## src/rtl/ip_cksum_ttl_ctrl.sv

```systemverilog
// IPv4 header sequencer: holds the first two beats, verifies the header checksum
// with one shared ones'-complement adder, decrements TTL with an incremental checksum patch.
`timescale 1ns/1ps
module ip_cksum_ttl_ctrl #(
  parameter int C_M_AXIS_DATA_WIDTH  = 256,
  parameter int C_S_AXIS_DATA_WIDTH  = 256,
  parameter int C_M_AXIS_TUSER_WIDTH = 128,
  parameter int C_S_AXIS_TUSER_WIDTH = 128,
  parameter int BAD_CKSUM_POS        = 32,
  parameter int TTL_EXP_POS          = 33
) (
  input  logic                              AXI_ACLK,
  input  logic                              AXI_RESET,
  input  logic [C_S_AXIS_DATA_WIDTH-1:0]    S_AXIS_TDATA,
  input  logic [C_S_AXIS_DATA_WIDTH/8-1:0]  S_AXIS_TSTRB,
  input  logic [C_S_AXIS_TUSER_WIDTH-1:0]   S_AXIS_TUSER,
  input  logic                              S_AXIS_TVALID,
  input  logic                              S_AXIS_TLAST,
  output logic                              S_AXIS_TREADY,
  output logic [C_M_AXIS_DATA_WIDTH-1:0]    M_AXIS_TDATA,
  output logic [C_M_AXIS_DATA_WIDTH/8-1:0]  M_AXIS_TSTRB,
  output logic [C_M_AXIS_TUSER_WIDTH-1:0]   M_AXIS_TUSER,
  output logic                              M_AXIS_TVALID,
  output logic                              M_AXIS_TLAST,
  input  logic                              M_AXIS_TREADY,
  output logic [31:0]                       good_count,
  output logic [31:0]                       bad_count,
  output logic [31:0]                       ttl_exp_count
);

  typedef enum logic [2:0] {
    ST_IDLE, ST_HOLD1, ST_SUM, ST_FOLD, ST_EMIT0, ST_EMIT1, ST_PASS
  } state_t;

  state_t state, state_next;
  logic   s_ready;

  // Held header beats
  logic [C_S_AXIS_DATA_WIDTH-1:0]   b0_data, b1_data;
  logic [C_S_AXIS_DATA_WIDTH/8-1:0] b0_strb, b1_strb;
  logic [C_S_AXIS_TUSER_WIDTH-1:0]  b0_user, b1_user;
  logic                             b0_last, b1_last;

  logic [15:0] acc;
  logic [3:0]  word_idx;
  logic        flag_bad, flag_exp;
  logic        pass_last_in;

  logic s_hs, m_hs;
  assign s_hs = S_AXIS_TVALID && S_AXIS_TREADY;
  assign m_hs = M_AXIS_TVALID && M_AXIS_TREADY;

  logic ipv4_hdr;
  assign ipv4_hdr = (b0_data[159:144] == 16'h0800) && (b0_data[143:136] == 8'h45);

  // Word k of the 20-byte header; the last word spills into beat 1.
  logic [15:0] cur_word;
  always_comb begin
    // NOTE: a default before any conditional assignment keeps combinational blocks latch-free.
    cur_word = b1_data[255:240];
    for (int i = 0; i < 9; i++) begin
      if (word_idx == 4'(i)) cur_word = b0_data[143-16*i -: 16];
    end
  end

  logic [16:0] sum_t;
  logic [15:0] acc_next;
  assign sum_t    = {1'b0, acc} + {1'b0, cur_word};
  assign acc_next = sum_t[15:0] + {15'd0, sum_t[16]};

  logic       hdr_ok, ttl_live;
  logic [7:0] ttl;
  assign ttl      = b0_data[79:72];
  assign hdr_ok   = (acc == 16'hFFFF);
  assign ttl_live = (ttl > 8'd1);

  // TTL-1 lowers the (TTL,proto) word by 0x0100, so the checksum rises by 0x0100.
  logic [16:0] cks_t;
  logic [15:0] cks_new;
  assign cks_t   = {1'b0, b0_data[63:48]} + 17'h00100;
  assign cks_new = cks_t[15:0] + {15'd0, cks_t[16]};

  logic [C_S_AXIS_DATA_WIDTH-1:0] b0_patched;
  always_comb begin
    b0_patched         = b0_data;
    b0_patched[79:72]  = ttl - 8'd1;
    b0_patched[63:48]  = cks_new;
  end

  logic [C_S_AXIS_TUSER_WIDTH-1:0] fold_flags, held_flags;
  always_comb begin
    fold_flags                = '0;
    fold_flags[BAD_CKSUM_POS] = !hdr_ok;
    fold_flags[TTL_EXP_POS]   = hdr_ok && !ttl_live;
    held_flags                = '0;
    held_flags[BAD_CKSUM_POS] = flag_bad;
    held_flags[TTL_EXP_POS]   = flag_exp;
  end

  always_ff @(posedge AXI_ACLK) begin
    if (AXI_RESET) state <= ST_IDLE;
    else           state <= state_next;
  end

  always_comb begin
    state_next = state;
    s_ready    = 1'b0;
    unique case (state)
      ST_IDLE: begin
        s_ready = 1'b1;
        if (S_AXIS_TVALID) state_next = S_AXIS_TLAST ? ST_EMIT0 : ST_HOLD1;
      end
      ST_HOLD1: begin
        s_ready = 1'b1;
        if (S_AXIS_TVALID) state_next = ipv4_hdr ? ST_SUM : ST_EMIT0;
      end
      ST_SUM:   if (word_idx == 4'd9) state_next = ST_FOLD;
      ST_FOLD:  state_next = ST_EMIT0;
      ST_EMIT0: if (m_hs) state_next = b0_last ? ST_IDLE : ST_EMIT1;
      ST_EMIT1: if (m_hs) state_next = b1_last ? ST_IDLE : ST_PASS;
      ST_PASS: begin
        // Stop accepting once the tail is in, so the next packet waits for the final handshake.
        s_ready = (!M_AXIS_TVALID || M_AXIS_TREADY) && !pass_last_in;
        if (m_hs && M_AXIS_TLAST) state_next = ST_IDLE;
      end
      default: state_next = ST_IDLE;
    endcase
  end

  assign S_AXIS_TREADY = s_ready && !AXI_RESET;

  // NOTE: sequential state uses non-blocking assignments so every register samples pre-edge values.
  always_ff @(posedge AXI_ACLK) begin
    // NOTE: the held beats are plain registers, so they are cleared with everything else on reset.
    if (AXI_RESET) begin
      b0_data <= '0; b0_strb <= '0; b0_user <= '0; b0_last <= 1'b0;
      b1_data <= '0; b1_strb <= '0; b1_user <= '0; b1_last <= 1'b0;
      acc <= '0; word_idx <= '0;
      flag_bad <= 1'b0; flag_exp <= 1'b0; pass_last_in <= 1'b0;
      M_AXIS_TDATA <= '0; M_AXIS_TSTRB <= '0; M_AXIS_TUSER <= '0;
      M_AXIS_TVALID <= 1'b0; M_AXIS_TLAST <= 1'b0;
      good_count <= '0; bad_count <= '0; ttl_exp_count <= '0;
    end else begin
      unique case (state)
        ST_IDLE: if (s_hs) begin
          b0_data <= S_AXIS_TDATA; b0_strb <= S_AXIS_TSTRB;
          b0_user <= S_AXIS_TUSER; b0_last <= S_AXIS_TLAST;
          flag_bad <= 1'b0; flag_exp <= 1'b0; pass_last_in <= 1'b0;
          if (S_AXIS_TLAST) begin
            M_AXIS_TDATA <= S_AXIS_TDATA; M_AXIS_TSTRB <= S_AXIS_TSTRB;
            M_AXIS_TUSER <= S_AXIS_TUSER; M_AXIS_TLAST <= 1'b1;
            M_AXIS_TVALID <= 1'b1;
          end
        end
        ST_HOLD1: if (s_hs) begin
          b1_data <= S_AXIS_TDATA; b1_strb <= S_AXIS_TSTRB;
          b1_user <= S_AXIS_TUSER; b1_last <= S_AXIS_TLAST;
          acc <= '0; word_idx <= '0;
          if (!ipv4_hdr) begin
            M_AXIS_TDATA <= b0_data; M_AXIS_TSTRB <= b0_strb;
            M_AXIS_TUSER <= b0_user; M_AXIS_TLAST <= b0_last;
            M_AXIS_TVALID <= 1'b1;
          end
        end
        ST_SUM: begin
          acc      <= acc_next;
          word_idx <= word_idx + 4'd1;
        end
        ST_FOLD: begin
          flag_bad <= !hdr_ok;
          flag_exp <= hdr_ok && !ttl_live;
          M_AXIS_TDATA  <= (hdr_ok && ttl_live) ? b0_patched : b0_data;
          M_AXIS_TSTRB  <= b0_strb;
          M_AXIS_TUSER  <= b0_user | fold_flags;
          M_AXIS_TLAST  <= b0_last;
          M_AXIS_TVALID <= 1'b1;
          if (hdr_ok) good_count <= good_count + 32'd1;
          else        bad_count  <= bad_count + 32'd1;
          if (hdr_ok && !ttl_live) ttl_exp_count <= ttl_exp_count + 32'd1;
        end
        ST_EMIT0: if (m_hs) begin
          if (b0_last) M_AXIS_TVALID <= 1'b0;
          else begin
            M_AXIS_TDATA <= b1_data; M_AXIS_TSTRB <= b1_strb;
            M_AXIS_TUSER <= b1_user | held_flags; M_AXIS_TLAST <= b1_last;
          end
        end
        ST_EMIT1: if (m_hs) M_AXIS_TVALID <= 1'b0;
        ST_PASS: begin
          if (s_hs) begin
            M_AXIS_TDATA <= S_AXIS_TDATA; M_AXIS_TSTRB <= S_AXIS_TSTRB;
            M_AXIS_TUSER <= S_AXIS_TUSER; M_AXIS_TLAST <= S_AXIS_TLAST;
            M_AXIS_TVALID <= 1'b1;
            if (S_AXIS_TLAST) pass_last_in <= 1'b1;
          end else if (m_hs) begin
            M_AXIS_TVALID <= 1'b0;
          end
        end
        default: ;
      endcase
    end
  end

endmodule
```

## config.mk

```make
export PLATFORM = sky130hd
export DESIGN_NAME = ip_cksum_ttl_ctrl
export DESIGN_NICKNAME = d
export VERILOG_FILES = /design/src/rtl/ip_cksum_ttl_ctrl.sv
export SDC_FILE = /design/constraint.sdc
export NUM_CORES = 2
export LEC_CHECK = 0
export ABC_AREA = 0
export ABC_CLOCK_PERIOD_IN_PS = 8250
export BUFFER_PORTS_ARGS = -buffer_cell sky130_fd_sc_hd__buf_2
export CORE_MARGIN = 5
export CORE_UTILIZATION = 40
export DETAILED_ROUTE_END_ITERATION = 16
export HOLD_SLACK_MARGIN = 0.05
export PLACE_DENSITY = 0.62
export SYNTH_ARGS = -nofsm -noshare
export SYNTH_HDL_FRONTEND = slang
export SYNTH_SLANG_ARGS = --single-unit
export TNS_END_PERCENT = 1
```

## constraint.sdc

```tcl
create_clock -name AXI_ACLK -period 8.25 [get_ports AXI_ACLK]
set_input_delay 0.4125 -clock AXI_ACLK [delete_from_list [all_inputs] [get_ports AXI_ACLK]]
set_output_delay 0.4125 -clock AXI_ACLK [all_outputs]
set_load 0.05 [all_outputs]
```

==> results.txt <==
Post-Route Skew: 0.0424 ns
insertion delay of the later-clocked pin in the worst-skew pair: 0.80 ns
kind of critical path: flop to flop
post-CTS setup buffer count: 0
sort of element at the start of the critical path: flop
total via count in the routed design: 56.1k
length of the first detailed-routing pass in iterations: 6
hold buffer count at cts: 420
dominant cell by count in the synthesized netlist: nand2_1
Maximum Capacitance Violations: 0
depth of the worst register-to-register path: 27
combinational share of power: 0.391
register clock-pin slew on the reported worst setup and hold paths: 0.06 ns
share of the synthesized area in compound gates (AO/OA/AOI/OAI): 0.225
post-synth top area share: 0.488
maximum vdd drop: 0.442 mV
Worst Max-Slew Pin Slew: 1.31 ns
H-Tree Level Count: 4
number of I/O pins: 936
clock network fraction of total power: 0.271
power per cell area: 358 nW/um2
TritonCTS Buffers: 153
EDFF count, synth: 0
biggest area contributors in the synthesized netlist: dfxtp_1 (49%), nand2_1 (14%), a21oi_1 (8.5%), a311oi_1 (6.2%), a22oi_1 (5.2%)
count of synthesis-stage warnings from yosys: 0
Global Route Usage Sum: 0.280
detailed placement HPWL: 142000 um
vertical die dimension: 385 um
final weighted congestion in routability-driven placement: 0.881
PnR worst setup slack: 1.03 ns
multiplexer fraction of the synthesized cell area: 0.00533
clk root buf: clkbuf_16
worst slack at placement: 1.14 ns
detailed-route vias per instance: 5.54
count of mapped cells out of synthesis: 7141
flip-flop and latch count after synthesis: 1374
Post-Place Cells: 9398
portion of the clock cycle consumed by the worst path in the final layout: 0.875
maximum number of buffers from clock root to sink: 3
area of the core: 140000 um2
run status: completed
routed wire length: 220000 um
count of distinct cell types in the synthesized netlist: 71
relative area change from synthesis to final layout: 26.2%
standard-cell row count: 137
width of the die: 385 um
Overflow after GRT: 0
vias in the first global route: 52.5k
initial cell density of the core: 0.403
worst min-delay path category: input pin to flop
Gates resized, CTS repair: 0
number of failing hold endpoints at the final stage: 0
main combinational cell family by area after synthesis: compound AO/OA/AOI/OAI gates
number of cells on the worst hold path: 4
pin count of the biggest net entering global routing: 213
Layout Cells excl Fill: 10.1k
Synth async-reset ratio: 0
number of input and output port buffers inserted: 935
part of the power in registers: 0.338
top cells by count, synth: nand2_1 (2167), dfxtp_1 (1374), a21oi_1 (957), nor2_1 (589), clkbuf_1 (559)
clock tree from TritonCTS: yes
XOR/XNOR Fraction of Synth Area: 0.0176
number of clock sinks: 1374
Net Switching: 11.3 mW
Final Net Count: 8554
Adder-Cell Fraction of Synth Area: 0.00813
fraction of final layout cells sized beyond drive strength 1: 0.153
clock period minus final worst setup slack: 7.22 ns
WHS: 0.416 ns
initial detailed-routing violation count: 4910
mean post-synth cell area: 7.89 um2
maximum clock rate: 0.139 GHz
combined area of all synthesized cells: 56400 um2
first-pass GRT wire length: 326000 um
portion of the post-synthesis area used by sequential elements: 0.488
arrival time at the worst endpoint: 7.96 ns
cell taking the most area after synthesis: dfxtp_1
tightest slew margin relative to the limit: 0.127
switching power as a share of total power: 0.444
antenna violations before repair: 46
dominant register cell in the synthesized netlist: dfxtp_1
DIE AREA: 148000 um2
final number of setup-violating endpoints: 0
crit path capture type: flop
Simple-Gate Fraction of Synth Area: 0.212
worst path required time: 8.99 ns
TNS Setup: 0 ns
number of nets in the synthesized netlist: 7598
Lkg Pwr: 26.7 nW
RSZ-0062 raised after global routing: no
internal power: 14.2 mW
Slew Viols, Final: 0
count of nets left with antenna violations after detail routing: 0
DRC violation count after routing: 0
average routed wire per standard cell: 21.7 um
Critical Path Fanout Max: 15
-- area by class of cell --
class                   count  area, um2
flip-flops and latches   1374      27500
inverters                  18       67.6
multi-input cells        5132      26500
well taps                1876       2350
fillers                 13400      68600
diodes                     41        103
clock buffers             228       4520
clock inverters            43        548
repair buffers           1418       9550
-- layout by cell type (no fill, tap or decap), types with 35 or more instances in the layout --
master         instances
a211oi_1              45
a21oi_1              957
a22oi_1              393
a311oi_1             400
buf_2                934
buf_4                 48
clkbuf_1              39
clkbuf_16            157
dfxtp_1             1374
diode_2               41
dlygate4sd3_1        420
ha_1                  35
nand2_1             2165
nand3_1               49
nor2_1               586
o21ai_0               41
xor2_1                79
-- critical path: stages, from the launching register on --
cell	delay, ns
dfxtp_1	0.34
inv_1	0.13
ha_1	0.26
nor3b_2	0.27
buf_4	0.35
mux2i_1	0.14
a211oi_1	0.27
a21oi_1	0.07
a211oi_1	0.77
a21oi_1	0.11
a21oi_1	0.19
ha_1	0.25
a21oi_1	0.18
a2111oi_2	0.48
nor3_1	0.13
or2_2	0.35
o21ai_0	0.17
a21oi_1	0.09
o21bai_1	0.17
a21o_1	0.19
ha_1	0.16
nand2b_1	0.08
nor2_1	0.25
and3_1	0.31
nand4_1	0.28
or4_1	0.56
or4b_1	0.52
nand3_1	0.07
-- state kept, by name, summed over array words and instances (netlist names), 3 cells and up --
| signal | count |
|---|---|
| state | 3 |
| acc | 16 |
| M_AXIS_TSTRB | 32 |
| word_idx | 4 |
| good_count | 32 |
| b1_data | 256 |
| bad_count | 32 |
| b0_strb | 32 |
| b0_data | 256 |
| b1_strb | 32 |
| b0_user | 128 |
| ttl_exp_count | 32 |
| b1_user | 128 |
| M_AXIS_TDATA | 256 |
| M_AXIS_TUSER | 128 |
-- path summary, 6_finish.rpt --
| kind | start | endpoint | slack [ns] |
|---|---|---|---|
| setup reg to reg | word_idx[0] | acc[15] | 1.03 |
| setup / recovery | word_idx[0] | acc[15] | 1.03 |
| hold / removal | S_AXIS_TDATA[166] | b1_data[166] | 0.42 |
| hold reg to reg | b0_user[120] | b0_user[120] | 0.45 |
-- through the flow --
stage / power (mW) / utilization / instance area [um2]
6_report: 25.5 / 0.509 / 71100
4_1_cts: 25.6 / 0.508 / 71000
3_5_place_dp: 18.5 / 0.442 / 61700
5_1_grt: 26.7 / 0.509 / 71100
3_3_place_gp: 18.4 / 0.442 / 61700
2_1_floorplan: 15.4 / - / 56400
-- layer usage --
metal,routed length (um),vias up,global-route usage
li1,-,26700,-
met3,18600,443,0.0698
met2,101000,2150,0.449
met4,10000,16,0.119
met1,89400,26800,0.359
met5,102,-,0
-- cells by family (layout without fill, tap and decap cells) --
group                      count (synthesis)  after routing
and+or+nand+nor                         3007           3007
AOI/OAI and AO/OA                       1946           1946
DFF                                     1374           1374
buffers and inverters                    635           1707
xor gates and xnor gates                 113            113
adders and majority gates                 36             36
muxes                                     30             30
other                                      0             41
-- power by group through the flow --
stage | Clock, mW | Combinational (mW) | Sequential [mW]
floorplan | 0 | 3.96 | 11.5
global placement | 0 | 9.70 | 8.69
detailed placement | 0 | 9.77 | 8.74
CTS | 7.03 | 9.96 | 8.61
global route | 7.30 | 10.6 | 8.74
finish | 6.90 | 9.95 | 8.62
No activity file was read; power rests on OpenSTA's default activity.
